==> src/rtl/div8_seq.sv <==
// div8_seq: sequential restoring divider, one quotient bit per clock.
// Start -> done latency is 9 cycles (1 cycle on divide-by-zero).
// Optional feature macro: DIV8_SIGNED_EN (two's-complement operands with
// sign correction of quotient/remainder). Undefined: unsigned only.
module div8_seq #(
    parameter int WIDTH = 8
) (
    input  logic             clk,
    input  logic             rst_n,
    input  logic             start,
    input  logic [WIDTH-1:0] dividend,
    input  logic [WIDTH-1:0] divisor,
    output logic [WIDTH-1:0] quotient,
    output logic [WIDTH-1:0] remainder,
    output logic             busy,
    output logic             done,
    output logic             dbz
);

    localparam int CW = $clog2(WIDTH);

    localparam logic [1:0] S_IDLE = 2'd0;
    localparam logic [1:0] S_CALC = 2'd1;
    localparam logic [1:0] S_DONE = 2'd2;

    logic [1:0]       state;
    logic [CW-1:0]    cnt;
    logic [WIDTH:0]   part;     // partial remainder (9 bits)
    logic [WIDTH-1:0] qsr;      // dividend bits shift out, quotient bits shift in
    logic [WIDTH-1:0] dvs;      // divisor magnitude
    logic [WIDTH-1:0] raw_dvd;  // unmodified dividend, returned on divide-by-zero
    logic             dz_pend;

    logic [WIDTH-1:0] dvd_mag;
    logic [WIDTH-1:0] dvs_mag;
    logic [WIDTH+1:0] sh;
    logic [WIDTH+1:0] trial;
    logic [WIDTH-1:0] res_q;
    logic [WIDTH-1:0] res_r;

`ifdef DIV8_SIGNED_EN
    logic neg_q;
    logic neg_r;

    // Operand magnitudes via ~x+1; -128 maps to 8'h80, which is its unsigned magnitude
    always_comb begin
        dvd_mag = dividend[WIDTH-1] ? (~dividend + 1'b1) : dividend;
        dvs_mag = divisor[WIDTH-1]  ? (~divisor + 1'b1)  : divisor;
    end

    // Sign correction: quotient negative when signs differ, remainder follows dividend
    always_comb begin
        res_q = neg_q ? (~qsr + 1'b1) : qsr;
        res_r = neg_r ? (~part[WIDTH-1:0] + 1'b1) : part[WIDTH-1:0];
    end
`else
    // Unsigned build: operands and results pass straight through
    always_comb begin
        dvd_mag = dividend;
        dvs_mag = divisor;
        res_q   = qsr;
        res_r   = part[WIDTH-1:0];
    end
`endif

    // Trial subtraction of the left-shifted partial remainder; the top bit is the borrow
    always_comb begin
        sh    = {part, qsr[WIDTH-1]};
        trial = sh - {2'b00, dvs};
    end

    // Control FSM and datapath registers
    always_ff @(posedge clk or negedge rst_n) begin
        if (!rst_n) begin
            state     <= S_IDLE;
            cnt       <= '0;
            part      <= '0;
            qsr       <= '0;
            dvs       <= '0;
            raw_dvd   <= '0;
            dz_pend   <= 1'b0;
            quotient  <= '0;
            remainder <= '0;
            busy      <= 1'b0;
            done      <= 1'b0;
            dbz       <= 1'b0;
`ifdef DIV8_SIGNED_EN
            neg_q     <= 1'b0;
            neg_r     <= 1'b0;
`endif
        end else begin
            done <= 1'b0;
            case (state)
                S_IDLE: begin
                    if (start) begin
                        busy    <= 1'b1;
                        raw_dvd <= dividend;
                        part    <= '0;
                        qsr     <= dvd_mag;
                        dvs     <= dvs_mag;
                        cnt     <= CW'(WIDTH - 1);
`ifdef DIV8_SIGNED_EN
                        neg_q   <= dividend[WIDTH-1] ^ divisor[WIDTH-1];
                        neg_r   <= dividend[WIDTH-1];
`endif
                        if (divisor == '0) begin
                            dz_pend <= 1'b1;
                            state   <= S_DONE;
                        end else begin
                            dz_pend <= 1'b0;
                            state   <= S_CALC;
                        end
                    end
                end
                S_CALC: begin
                    // borrow set means the trial went negative: restore and shift in 0
                    if (trial[WIDTH+1]) begin
                        part <= sh[WIDTH:0];
                        qsr  <= {qsr[WIDTH-2:0], 1'b0};
                    end else begin
                        part <= trial[WIDTH:0];
                        qsr  <= {qsr[WIDTH-2:0], 1'b1};
                    end
                    cnt <= cnt - 1'b1;
                    if (cnt == '0)
                        state <= S_DONE;
                end
                S_DONE: begin
                    if (dz_pend) begin
                        quotient  <= '1;
                        remainder <= raw_dvd;
                        dbz       <= 1'b1;
                    end else begin
                        quotient  <= res_q;
                        remainder <= res_r;
                        dbz       <= 1'b0;
                    end
                    done  <= 1'b1;
                    busy  <= 1'b0;
                    state <= S_IDLE;
                end
                default: state <= S_IDLE;
            endcase
        end
    end

endmodule
==> config.mk <==
export PLATFORM = sky130hd
export DESIGN_NAME = div8_seq
export DESIGN_NICKNAME = d
export VERILOG_FILES = /design/src/rtl/div8_seq.sv
export SDC_FILE = /design/constraint.sdc
export NUM_CORES = 1
export LEC_CHECK = 0
export ABC_CLOCK_PERIOD_IN_PS = 2600
export BUFFER_PORTS_ARGS = -buffer_cell sky130_fd_sc_hd__buf_4
export CAP_MARGIN = 30
export CORE_MARGIN = 1
export CORE_UTILIZATION = 30
export CTS_CLUSTER_DIAMETER = 60
export CTS_CLUSTER_SIZE = 12
export DETAILED_ROUTE_END_ITERATION = 10
export GPL_TIMING_DRIVEN = 0
export PLACE_DENSITY = 0.57
export SLEW_MARGIN = 20
export SYNTH_ARGS = -nofsm -noshare
export SYNTH_HDL_FRONTEND = slang
export SYNTH_SLANG_ARGS = --single-unit
==> constraint.sdc <==
create_clock -name clk -period 2.6 [get_ports clk]
set_clock_uncertainty 0.1 [all_clocks]
set_input_delay 0.13 -clock clk [delete_from_list [all_inputs] [get_ports clk]]
set_output_delay 0.13 -clock clk [all_outputs]
set_load 0.1 [all_outputs]
### Word level (Yosys, flattened, before mapping)

Index checks and enable logic that the tools add are counted.

| storage, ports and cells | value |
|---|---|
| register bits after elaboration | 58 |
| bits of input ports | 19 |
| logic and storage cells | 46 |

| cells by class | value |
|---|---|
| add/subtract/negate cells | 2 |
| equality and inequality tests | 4 |
| muxes and demuxes | 19 |
| reductions and logical operators | 9 |

Operators by type and width:

| kind | number |
|---|---|
| $mux W8 | 3 |
| $mux W9 | 2 |
| $pmux W9 S2 | 1 |
| $pmux W8 S2 | 1 |
| $sub A10 B8 Y10 | 1 |
| $logic_not A8 Y1 | 1 |
| $reduce_and A2 Y1 | 4 |
| $mux W2 | 3 |
| $pmux W3 S2 | 1 |
| $mux W1 | 5 |
| $ne A2 B2 Y1 const B | 2 |
| $pmux W2 S2 | 1 |
| $reduce_bool A2 Y1 | 2 |
| $logic_not A3 Y1 | 1 |
| $mux W3 | 1 |
| $sub A3 B1 Y3 const B | 1 |
| $eq A2 B1 Y1 const B | 1 |
| $eq A2 B2 Y1 const B | 1 |
| $logic_not A2 Y1 | 1 |
| $pmux W1 S2 | 1 |

### Longest topological paths before layout

| logic depth | value |
|---|---|
| word-level depth | 4 |
| gate-level depth with buffers | 9 |

### Worst setup path after synthesis

No wires, ideal clock.

| timing path | value |
|---|---|
| path type | reg-to-reg |
| start | register qsr[7] |
| end | register part[8] |
| arrival time | 1872 ps |
| slack | 498 ps |
| stages on the path, launching flop included | 10 |
| clock period less this slack | 2102 ps |
| cell sequence | dfrtp_1 -> inv_1 -> ha_1 -> fa_1 -> nor2b_1 -> o31a_1 -> or2_1 -> a31oi_1 -> a2bb2oi_1 -> o211ai_2 |

| between the ends | value |
|---|---|
| word-level cells in the longest chain between the ends | 3 |

Ends and longest elaborated chain:

| item | RTL line | RTL |
|---|---|---|
| start, declared | 29 | `logic [WIDTH-1:0] qsr;` |
| start signal, assigned | 99 | `qsr <= dvd_mag;` |
| start signal, assigned | 119 | `qsr <= {qsr[WIDTH-2:0], 1'b0};` |
| start signal, assigned | 122 | `qsr <= {qsr[WIDTH-2:0], 1'b1};` |
| $sub A10 B8 Y10 | 69 | `trial = sh - {2'b00, dvs};` |
| $mux W9 | 117 | `if (trial[WIDTH+1]) begin` |
| $pmux W9 S2 | 93 | `case (state)` |
| end signal, assigned | 118 | `part <= sh[WIDTH:0];` |
| end signal, assigned | 121 | `part <= trial[WIDTH:0];` |
| end, declared | 28 | `logic [WIDTH:0] part;` |

Every way passes these cells.
A chain may end at the register's enable or synchronous reset.

### Final worst setup path

Same ends and word-level chain as after synthesis.

==> impl_metrics.yaml <==
synth:
  yosysTopAreaCellShare_pct: 50.2
  syn_nets: 341
  synth_area_sq_um: 2890
  yosys_register_bits: 58
  yosysWarningCount: 0
  synth_cells: 311
  synthTopCellsByCount: "nand2_1 (82), dfrtp_1 (58), o21ai_0 (31), nor2_1 (17), inv_1 (14)"
  synth_edf_count: 0
  synth_area_leaders: "dfrtp_1 (50%), nand2_1 (11%), o21ai_0 (5.4%), ha_1 (4.3%), o211ai_2 (3.9%)"
  syn_area_per_cell_sq_um: 9.29
  synthDistinctLibCells: 44
  synth_ff_type: "dfrtp_1"
  synth_top_area_cell: "dfrtp_1"
  yosysMostFrequentCell: "nand2_1"
  synth_seq_area_share_pct: 50.2
  async_flop_share_pct: 100
hold_path:
  min_path_type: "input port to asynchronous set/reset pin"
route:
  postRouteAntennaNets: 0
  drtPass1Iterations: 4
  totalWireLength_um: 7280
  wire_per_inst_um: 14.2
  vias_per_cell: 4.74
  vias: 2424
  first_iter_violations: 164
  route.detailed.drc: 0
global_route:
  grt_max_degree: 59
  grt_use_met1_pct: 22.2
  grt-ovfl-total: 0
  met2_usage_pct: 24.3
  grt_pass1_wl_um: 12100
  busiest_layer: "met2"
  met3_usage_pct: 4.25
  antenna_found_initial: 0
  grt_usage_pct: 15.9
  grt_pass1_vias: 2449
place:
  hpwlAfterDp_um: 5160
  dpl.cell_count: 477
  port_buffers: 37
  dpl_cell_area_sq_um: 3330
  gp_congestion: 0.819
critical_path:
  worstPathCellList: "inv_1 -> ha_1 -> fa_1 -> nor2b_1 -> o31a_1 -> or2_1 -> a31oi_1 -> a2bb2oi_1 -> o211ai_2"
  cp_slowest_stage_delay_ns: 0.40
  cp_data_required_time_ns: 2.72
  slowest_stage: "dfrtp_1"
  crit_type: "flop to flop"
  path_buf_inv: 1
  start_kind: "flop"
  crit_fanout: 3
  crit_arrival_ns: 2.58
  critPathTopFamily: "compound AO/OA/AOI/OAI gates"
  cp-end-kind: "flop"
timing:
  tightest_slew_ns: 0.867
  tns_ns: 0
  setup_viol: 0
  fmax_mhz: 406
  worst_slew_margin_rel_pct: 42.0
  finalMaxSlewViolations: 0
  period_needed_ns: 2.46
  rsz0062_at_grt: "false"
  hold_viol: 0
  min_period_over_period_pct: 94.7
run_status:
  status: "finished, final reports clean"
clock_network:
  htree_levels: 3
  clock_sinks: 58
  ctsLongestPathBuffers: 2
  hold_buffers: 18
  cts_tree: "done"
  cts_root_buf: "clkbuf_8"
  cts_resized: 0
  post-cts-setup-buffers: 0
  path_clk_slew_ns: 0.07
  insertion_delay_ns: 0.34
  cts-buffers-inserted: 9
floorplan:
  die_h_um: 100
  die_x_um: 100
  rows: 35
  dieArea_sq_um: 10000
  coreArea_sq_um: 9280
  ios: 38
  initial_utilization_pct: 31.1
cells_and_area:
  diodes: 0
  drive_gt1_share_pct: 18.6
  nets: 407
  regArea_sq_um: 1450
  final-instance-count-excl-fill: 511
  design_area_sq_um: 3700
  syn_to_final_growth_pct: 28.0
  multi_input_area_sq_um: 1320
  fillCellCount: 981
flow_run:
  maxCapViolations: 0
layer usage:
metal / up-vias / wire length, um
met4: 0 / 70
met1: 1165 / 3610
met5: - / 0
met3: 8 / 361
li1: 1192 / -
met2: 59 / 3230
worst reg2reg max path, cell delays in order (launching register included):
cell	delay, ns
dfrtp_1	0.40
inv_1	0.13
ha_1	0.25
fa_1	0.24
nor2b_1	0.08
o31a_1	0.29
or2_1	0.24
a31oi_1	0.24
a2bb2oi_1	0.24
o211ai_2	0.12
layout make-up:
cell class | instances | area share, %
inverters | 15 | 1.52
plain buffers | 15 | 1.79
clock inverters | 4 | 0.676
repair buffers | 55 | 12.4
flip-flops and latches | 58 | 39.2
well taps | 129 | 4.36
clock buffers | 12 | 4.46
multi-input cells | 223 | 35.6
through the flow:
| step | util, % | hold WS, ns | setup slack [ns] |
|---|---|---|---|
| finish | 39.9 | 0.286 | 0.139 |
| global route | 39.9 | 0.373 | 0.0504 |
| CTS | 39.9 | 0.320 | 0.182 |
| detailed placement | 35.9 | 0.147 | 0.191 |
| global placement | 35.9 | 0.144 | 0.284 |
| floorplan | - | -0.266 | 0.498 |
path summary, 6_finish.rpt:
path	startpoint	to	slack (ns)	cells past startpoint
max reg2reg	qsr[7]$_DFFE_PN0P_	part[8]$_DFFE_PN0P_	0.14	9
min	rst_n	quotient[1]$_DFFE_PN0P_	0.29	2
min reg2reg	raw_dvd[6]$_DFFE_PN0P_	raw_dvd[6]$_DFFE_PN0P_	0.38	2
max in group asynchronous	rst_n	dvs[3]$_DFFE_PN0P_	1.61	2
max	qsr[7]$_DFFE_PN0P_	part[8]$_DFFE_PN0P_	0.14	9
min in group clk	raw_dvd[6]$_DFFE_PN0P_	raw_dvd[6]$_DFFE_PN0P_	0.38	2
registers in the layout, summed over array words and instances, names as in the netlist:
| signal | count |
|---|---|
| part | 9 |
| dvs | 8 |
| qsr | 8 |
| quotient | 8 |
| raw_dvd | 8 |
| remainder | 8 |
| cnt | 3 |
| state | 2 |
| busy | 1 |
| dbz | 1 |
| done | 1 |
| dz_pend | 1 |
cell usage in the layout, fill, tap and decap left out, types with 3 or more instances in the layout:
master	n
a21oi_1	4
clkbuf_1	11
mux2i_1	8
o21ai_0	31
nand2_1	82
buf_4	37
clkbuf_8	12
inv_1	14
dlygate4sd3_1	18
nand2b_1	3
nor2_1	17
a22oi_1	7
nand3_1	12
nand4_1	6
dfrtp_1	58
ha_1	10
o211ai_2	9
cell families after synthesis:
group / Yosys count / synth area share (%)
compound gates: 66 / 15.8
xor+xnor: 4 / 1.21
fa+ha+maj: 11 / 5.02
buf+inv: 30 / 4.24
flops: 58 / 50.2
mux: 9 / 3.16
simple gates: 133 / 20.3
Power is left out: the tool's default activity adds up to more than one toggle a clock period on the data nets, which glitch-free logic cannot reach.
